===== src/rtl/ula_seq.sv =====
// ula_seq: registered ALU with single-cycle logic/arith/shift ops and an
// iterative shift-add multiplier (one multiplier bit per clock).
module ula_seq #(
  parameter int WIDTH = 8
) (
  input  logic             clk,
  input  logic             rst,
  input  logic             start,
  input  logic [WIDTH-1:0] a,
  input  logic [WIDTH-1:0] b,
  input  logic [3:0]       op,
  output logic             busy,
  output logic             done,
  output logic [WIDTH-1:0] out_ula,
  output logic             carry,
  output logic             zero,
  output logic             neg,
  output logic             ovf
);

  localparam logic [3:0] OP_ADD = 4'd1;
  localparam logic [3:0] OP_SUB = 4'd2;
  localparam logic [3:0] OP_AND = 4'd3;
  localparam logic [3:0] OP_OR  = 4'd4;
  localparam logic [3:0] OP_NOT = 4'd5;
  localparam logic [3:0] OP_XOR = 4'd6;
  localparam logic [3:0] OP_SHL = 4'd7;
  localparam logic [3:0] OP_SHR = 4'd8;
  localparam logic [3:0] OP_MUL = 4'd9;

  localparam int             CW      = $clog2(WIDTH) + 1;
  localparam logic [CW-1:0]  LP_LAST = CW'(WIDTH - 1);
  localparam logic [WIDTH-1:0] LP_WVAL = WIDTH'(WIDTH);

  typedef enum logic {S_IDLE, S_MUL_RUN} state_t;

  state_t             r_state, w_state_nxt;
  logic               w_mul_start, w_alu_wr, w_mul_fin;

  logic [WIDTH-1:0]   r_mcand;
  logic [2*WIDTH-1:0] r_prod;
  logic [CW-1:0]      r_cnt;

  logic [WIDTH-1:0]   r_out;
  logic               r_carry, r_zero, r_neg, r_ovf, r_done;

  logic [WIDTH:0]     w_sum, w_diff, w_shl, w_shr, w_step;
  logic [2*WIDTH-1:0] w_prod_nxt;
  logic [WIDTH-1:0]   w_res;
  logic               w_c, w_v;

  // State register; reset wins over everything, including an in-flight MUL.
  always_ff @(posedge clk) begin
    if (rst) r_state <= S_IDLE;
    else     r_state <= w_state_nxt;
  end

  // Next state and datapath strobes. start is only looked at while idle.
  always_comb begin
    w_state_nxt = r_state;
    w_mul_start = 1'b0;
    w_alu_wr    = 1'b0;
    w_mul_fin   = 1'b0;
    case (r_state)
      S_IDLE: begin
        if (start) begin
          if (op == OP_MUL) begin
            w_mul_start = 1'b1;
            w_state_nxt = S_MUL_RUN;
          end else begin
            w_alu_wr = 1'b1;
          end
        end
      end
      S_MUL_RUN: begin
        if (r_cnt == LP_LAST) begin
          w_mul_fin   = 1'b1;
          w_state_nxt = S_IDLE;
        end
      end
      default: w_state_nxt = S_IDLE;
    endcase
  end

  assign w_sum  = {1'b0, a} + {1'b0, b};
  assign w_diff = {1'b0, a} - {1'b0, b};
  // One guard bit on the side the bits leave from holds the last bit shifted out.
  assign w_shl  = {1'b0, a} << b;
  assign w_shr  = {a, 1'b0} >> b;

  // Single-cycle result and carry/overflow; undefined opcodes fall to zero.
  always_comb begin
    w_res = '0;
    w_c   = 1'b0;
    w_v   = 1'b0;
    case (op)
      OP_ADD: begin
        w_res = w_sum[WIDTH-1:0];
        w_c   = w_sum[WIDTH];
        w_v   = (a[WIDTH-1] == b[WIDTH-1]) && (w_sum[WIDTH-1] != a[WIDTH-1]);
      end
      OP_SUB: begin
        w_res = w_diff[WIDTH-1:0];
        w_c   = w_diff[WIDTH];
        w_v   = (a[WIDTH-1] != b[WIDTH-1]) && (w_diff[WIDTH-1] != a[WIDTH-1]);
      end
      OP_AND: w_res = a & b;
      OP_OR:  w_res = a | b;
      OP_NOT: w_res = ~b;
      OP_XOR: w_res = a ^ b;
      OP_SHL: begin
        if (b == '0) begin
          w_res = a;
        end else if (b < LP_WVAL) begin
          w_res = w_shl[WIDTH-1:0];
          w_c   = w_shl[WIDTH];
        end
      end
      OP_SHR: begin
        if (b == '0) begin
          w_res = a;
        end else if (b < LP_WVAL) begin
          w_res = w_shr[WIDTH:1];
          w_c   = w_shr[0];
        end
      end
      default: ;
    endcase
  end

  // Shift-add step: upper half accumulates, lower half holds remaining multiplier bits.
  assign w_step     = {1'b0, r_prod[2*WIDTH-1:WIDTH]} + (r_prod[0] ? {1'b0, r_mcand} : '0);
  assign w_prod_nxt = {w_step, r_prod[WIDTH-1:1]};

  // Multiplier operand/partial-product/iteration registers.
  always_ff @(posedge clk) begin
    if (rst) begin
      r_mcand <= '0;
      r_prod  <= '0;
      r_cnt   <= '0;
    end else if (w_mul_start) begin
      r_mcand <= a;
      r_prod  <= {{WIDTH{1'b0}}, b};
      r_cnt   <= '0;
    end else if (r_state == S_MUL_RUN && !w_mul_fin) begin
      r_prod  <= w_prod_nxt;
      r_cnt   <= r_cnt + CW'(1);
    end
  end

  // Result/flag registers hold between ops; done is a one-cycle strobe.
  always_ff @(posedge clk) begin
    if (rst) begin
      r_out   <= '0;
      r_carry <= 1'b0;
      r_zero  <= 1'b0;
      r_neg   <= 1'b0;
      r_ovf   <= 1'b0;
      r_done  <= 1'b0;
    end else begin
      r_done <= 1'b0;
      if (w_alu_wr) begin
        r_out   <= w_res;
        r_carry <= w_c;
        r_ovf   <= w_v;
        r_zero  <= (w_res == '0);
        r_neg   <= w_res[WIDTH-1];
        r_done  <= 1'b1;
      end else if (w_mul_fin) begin
        r_out   <= w_prod_nxt[WIDTH-1:0];
        r_carry <= |w_prod_nxt[2*WIDTH-1:WIDTH];
        r_ovf   <= 1'b0;
        r_zero  <= (w_prod_nxt[WIDTH-1:0] == '0);
        r_neg   <= w_prod_nxt[WIDTH-1];
        r_done  <= 1'b1;
      end
    end
  end

  assign busy    = (r_state == S_MUL_RUN);
  assign done    = r_done;
  assign out_ula = r_out;
  assign carry   = r_carry;
  assign zero    = r_zero;
  assign neg     = r_neg;
  assign ovf     = r_ovf;

endmodule


===== config.mk =====
export PLATFORM = sky130hd
export DESIGN_NAME = ula_seq
export DESIGN_NICKNAME = d
export VERILOG_FILES = /design/src/rtl/ula_seq.sv
export SDC_FILE = /design/constraint.sdc
export NUM_CORES = 1
export LEC_CHECK = 0
export ABC_AREA = 1
export BUFFER_PORTS_ARGS = -buffer_cell sky130_fd_sc_hd__buf_2
export CAP_MARGIN = 20
export CORE_MARGIN = 2
export CORE_UTILIZATION = 50
export DETAILED_ROUTE_END_ITERATION = 8
export GPL_TIMING_DRIVEN = 0
export HOLD_SLACK_MARGIN = 0.15
export PLACE_DENSITY = 0.77
export SLEW_MARGIN = 20
export SYNTH_ARGS = -nofsm -noshare
export SYNTH_HDL_FRONTEND = slang
export SYNTH_SLANG_ARGS = --single-unit

===== constraint.sdc =====
create_clock -name clk -period 5.85 [get_ports clk]
set_input_delay 0.2925 -clock clk [delete_from_list [all_inputs] [get_ports clk]]
set_output_delay 0.2925 -clock clk [all_outputs]
set_load 0.02 [all_outputs]

; ---- Yosys cells after proc, flatten, opt, wreduce, memory -nomap -nowiden
; Cells that the tools add are included.
[totals]
mem_count = 0
out_inout_bits = 14
latchBits = 0
ff_bits = 42
mem_bits_rw = 0
word_cells = 84
mem_bits_ro = 0
[classes]
n_eq_ne = 14
multipliers = 0
mux = 36
add_sub_neg = 4
n_lt_le_gt_ge = 1
n_reduce_logical = 11
bitwise_logic = 5
shift = 2
div_mod_pow = 0
[ops]
columns = cell, n
row1 = $mux W8, 9
row2 = $pmux W8 S8, 1
row3 = $logic_not A8 Y1, 3
row4 = $mux W1, 23
row5 = $eq A4 B3 Y1 const B, 5
row6 = $add A8 B8 Y9, 2
row7 = $shl A8 B8 Y9, 1
row8 = $shr A9 B8 Y9, 1
row9 = $sub A8 B8 Y9, 1
row10 = $and A8 B8 Y8, 1
row11 = $eq A4 B2 Y1 const B, 2
row12 = $eq A4 B4 Y1 const B, 2
row13 = $lt A8 B4 Y1 const B, 1
row14 = $not A8 Y8, 1
row15 = $or A8 B8 Y8, 1
row16 = $reduce_or A8 Y1, 1
row17 = $xor A8 B8 Y8, 1
row18 = $add A4 B1 Y4 const B, 1
row19 = $eq A4 B1 Y1 const B, 1
row20 = $pmux W1 S2, 2
row21 = $pmux W1 S4, 1
row22 = $reduce_bool A2 Y1, 2
row23 = $logic_and A1 B1 Y1, 3
row24 = $ne A1 B1 Y1, 3
row25 = 4 further kinds, 4

; ---- Depth between registers and ports, before layout
[depth]
depth_word = 7
depth_mapped = 20
depth_no_buf = 17

; ---- Least setup slack after synthesis
; No wires, ideal clock.
[synth_timing]
path_kind = input to register
startpoint = input b[2]
endpoint = register r_zero, in the netlist zero
cell_stages = 20
arrival_ns = 2.144
slack_ns = 3.637
setup_ns = 0.070
cell_sequence = buf_2 > inv_1 > buf_2 > ha_1 > buf_6 > inv_2 > nand2_1 > nand2_1 > inv_1 > nand2_1 > nand2_1 > nand2_1 > nand2_1 > nand3_1 > nand2_1 > nor2_1 > nand3_1 > nor2_1 > nand4_1 > a21oi_1
[synth_between]
elab_chain_cells = 6
word_cells_on_any_way = 17
classes_between = add/sub: 2 / order compare: 1 / shift: 2 / mux: 6 / bitwise: 4 / reduce/logical: 2
[synth_rtl]
columns = element, line
row1 = from (decl), 10  ; input logic [WIDTH-1:0] b,
row2 = "$lt A8 B4 Y1, or another cell as far along", "114, 122"
row3 = $mux W8 (on tied branches), "122, 114"
row4 = $mux W8 (on tied branches), "120, 112"
row5 = $pmux W8 S8 *, 96  ; case (op)
row6 = $logic_not A8 Y1 *, 166  ; r_zero <= (w_res == '0);
row7 = $mux W1 *, 162  ; if (w_alu_wr) begin
row8 = to (signal assigned), 166
row9 = to (signal assigned), 173  ; r_zero <= (w_prod_nxt[WIDTH-1:0] == '0);
row10 = to (decl), 45  ; logic r_carry, r_zero, r_neg, r_ovf, r_done;
; Mark *: on every way between the ends. The rest lies on a longest branch, timed or not.
; A chain may end at the register's enable or synchronous reset.

; ---- Worst setup path after layout
; Ends and elaborated chain as after synthesis.

==> impl_metrics.json <==
{
  "startpoint_type": "input pin",
  "drive_gt1_share_pct": 9.141,
  "grt_use_total_pct": 29.26,
  "slowest_stage": "ha_1",
  "required_ps": 6080,
  "cp_max_fo": 11,
  "cts_tree": "yes",
  "initial_utilization_pct": 52.08,
  "dp_hpwl_microns": 10150,
  "syn_nets": 737,
  "seq_area_frac_synth_pct": 20.18,
  "clk_pin_slew_ps": 80,
  "vias": 4765,
  "cts_resized": 0,
  "drv_slew": 0,
  "period_needed_ps": 2680,
  "synth.avg_cell_area_sq_um": 5.998,
  "grt-ovfl-total": 0,
  "crit_path_end_kind": "register",
  "slowest_delay_ps": 290,
  "rows": 32,
  "p_per_area_nw_per_um2": 165.8,
  "drt_wl_total_microns": 12730,
  "rrSetupSlack_ps": 3220,
  "die_area_sq_um": 8870,
  "ir_worst_vdd_mv": 0.09383,
  "clock_latency_ps": 300,
  "critPathKind": "in -> reg",
  "antennaDiodeCount": 0,
  "clock-sinks": 41,
  "maxCapViolations": 0,
  "finalSetupViolCount": 0,
  "core_sq_um": 7807,
  "cts_max_path_buffers": 2,
  "netlist-cell-type-count": 36,
  "port_buffers": 36,
  "postCtsSetupRepairBufs": 0,
  "skew_ps": 10.54,
  "wl_per_cell_microns": 15.44,
  "ios": 37,
  "die_x_microns": 94.18,
  "worstPathCellList": "buf_2 > buf_2 > inv_1 > buf_2 > ha_1 > buf_6 > inv_2 > nand2_1 > nand2_1 > inv_1 > nand2_1 > nand2_1 > nand2_1 > nand2_1 > nand3_1 > nand2_1 > nor2_1 > nand3_1 > nor2_1 > nand4_1 > a21oi_1",
  "place.gp.congestion": 1.026,
  "hp-class": "in -> reg",
  "root_buffer": "clkbuf_8",
  "timing.final.hold_violations": 0,
  "path_buf_inv": 7,
  "route.detailed.drc": 0,
  "grt_max_degree": 13,
  "ctsHoldBuffers": 0,
  "syn2layout_area_growth_pct": 10.43,
  "finalInstanceArea_sq_um": 4491,
  "cts_made_buffers": 5,
  "cp_common_cell": "nand2_1",
  "die_h_microns": 94.18,
  "firstDrtPassIters": 5,
  "postSynthCellCount": 678,
  "synth_seq_cells": 41,
  "max_freq_mhz": 373.1,
  "cp_top_family": "simple AND/OR/NAND/NOR gates",
  "grt_pass1_wl_microns": 20560,
  "grt_setup_unrepaired": "false",
  "max_slew_margin_pct": 58.81,
  "htreeDepth": 2,
  "final_nets": 780,
  "vias_per_cell": 5.783,
  "placed_cell_area_sq_um": 4374,
  "fin_crit_sh_pct": 45.82,
  "worst_pin_slew_ps": 611.4,
  "p_leak_nw": 2.404,
  "drtIter0Drc": 423,
  "syn-cell-area_sq_um": 4066,
  "final_antenna_net_count": 0,
  "antenna_found_initial": 0,
  "critPathArrivalTime_ps": 2910,
  "tns_ps": 0,
  "status": "finished, final reports clean",
  "grt_pass1_vias": 4378,
  "yosys_warnings": 0
}
==> cells in the final DEF (no fill, tap or decap), types with 2 or more instances in the layout <==
| master | count |
|---|---|
| fa_1 | 3 |
| o22ai_1 | 3 |
| a21oi_1 | 46 |
| ha_1 | 33 |
| nor3_1 | 4 |
| o21ai_0 | 48 |
| clkbuf_8 | 6 |
| a211oi_1 | 3 |
| xor2_1 | 7 |
| a31oi_1 | 8 |
| o211ai_1 | 13 |
| nand2_1 | 174 |
| nand3b_1 | 4 |
| nor2_1 | 55 |
| nand3_1 | 66 |
| buf_2 | 48 |
| nor2_4 | 2 |
| clkinv_1 | 3 |
| xnor2_1 | 2 |
| clkbuf_1 | 8 |
| dfxtp_1 | 41 |
| inv_1 | 95 |
| inv_2 | 4 |
| nand4_1 | 31 |
| nor4_1 | 2 |
==> kinds of logic after synthesis <==
logic type | synth area share (%)
DFF | 20.18
and+or+nand+nor | 36.99
AOI/OAI and AO/OA | 17.26
xor gates and xnor gates | 1.939
adders and majority gates | 11.63
buffers and inverters | 12.00
==> worst paths after layout <==
| check | start | endpoint | cells past startpoint |
|---|---|---|---|
| hold reg to reg | ovf | ovf | 2 |
| setup reg to reg | r_prod[0] | carry | 16 |
| setup / recovery | b[2] | zero | 21 |
| hold / removal | rst | r_prod[7] | 2 |
==> worst register-to-register path, cell delays in order, from the launching register on <==
cell and delay (ps):
dfxtp_1 310, clkbuf_1 290, nand2_1 100, inv_1 70, ha_1 170, inv_1 70, fa_1 400, o21ai_0 280
nand2_1 90, nand2_1 70, nand2_1 40, nand2_1 80, xor2_1 100, nor2_1 150, nand4_1 160, nand3_1 120
inv_1 40
==> report_power, final <==
part | total [mW] | internal, mW | switching (mW)
clock | 0.241 | 0.139 | 0.102
sequential | 0.295 | 0.289 | 0.00618
combinational | 0.208 | 0.0647 | 0.143
total | 0.745 | 0.493 | 0.251
==> per-stage QoR <==
step / setup slack (ps) / power [mW] / hold slack [ps] / util (%) / cells
floorplan: 3637 / 0.4389 / 371.2 / - / 678
global placement: 2994 / 0.4997 / 458.0 / 56.03 / 816
detailed placement: 2951 / 0.5036 / 458.1 / 56.03 / 816
CTS: 3204 / 0.7405 / 185.5 / 57.52 / 824
global route: 3012 / 0.7825 / 187.1 / 57.52 / 824
finish: 3170 / 0.7446 / 187.1 / 57.52 / 824
==> per-layer routing <==
metal / part of all wire, % / track usage (%) / routed length, microns / up-vias
met5: 0 / 0 / 0 / -
met4: 4.1 / 12.68 / 525 / 0
met3: 6.1 / 4.254 / 775 / 43
met2: 46 / 47.50 / 5801 / 202
met1: 44 / 38.46 / 5624 / 2186
li1: - / - / - / 2334
==> cell type report <==
type                       instances  area, sq um
multi-input combinational        514         2758
tap                              102        127.6
sequential                        41        820.8
buffer                            21        105.1
fill                             798         3317
inverter                         102        382.9
clock inverter                     1        30.03
timing repair buffer              36        180.2
clock buffer                       7        86.33
==> cells in the mapped netlist <==
master / number / area [sq um]
a211oi_1: 3 / 22.52
a21boi_0: 1 / 7.510
a21oi_1: 46 / 230.2
a21oi_2: 1 / 8.760
a221oi_1: 1 / 8.760
a31oi_1: 8 / 50.05
and2_1: 1 / 6.260
buf_2: 12 / 60.06
buf_4: 1 / 7.510
buf_6: 1 / 11.26
clkbuf_1: 7 / 26.28
clkinv_1: 3 / 11.26
dfxtp_1: 41 / 820.8
fa_1: 3 / 60.06
ha_1: 33 / 412.9
inv_1: 95 / 356.6
inv_2: 4 / 15.01
nand2_1: 174 / 653.1
nand2b_1: 1 / 6.260
nand3_1: 66 / 330.3
nand3_2: 1 / 10.01
nand3b_1: 4 / 30.03
nand4_1: 31 / 193.9
nor2_1: 55 / 206.5
nor2_2: 1 / 6.260
nor2_4: 2 / 22.52
nor3_1: 4 / 20.02
nor4_1: 2 / 12.51
o211ai_1: 13 / 97.59
o21ai_0: 48 / 240.2
o221ai_1: 1 / 8.760
o22ai_1: 3 / 18.77
o311ai_0: 1 / 8.760
or3_1: 1 / 6.260
xnor2_1: 2 / 17.52
xor2_1: 7 / 61.31
==> sequential cells by signal, indices dropped and copies added (netlist names) <==
name	cells
carry	1
busy	1
zero	1
ovf	1
done	1
r_prod	16
r_cnt	4
r_mcand	8
out_ula	8
Note: power is estimated with default switching activity, not from simulation.
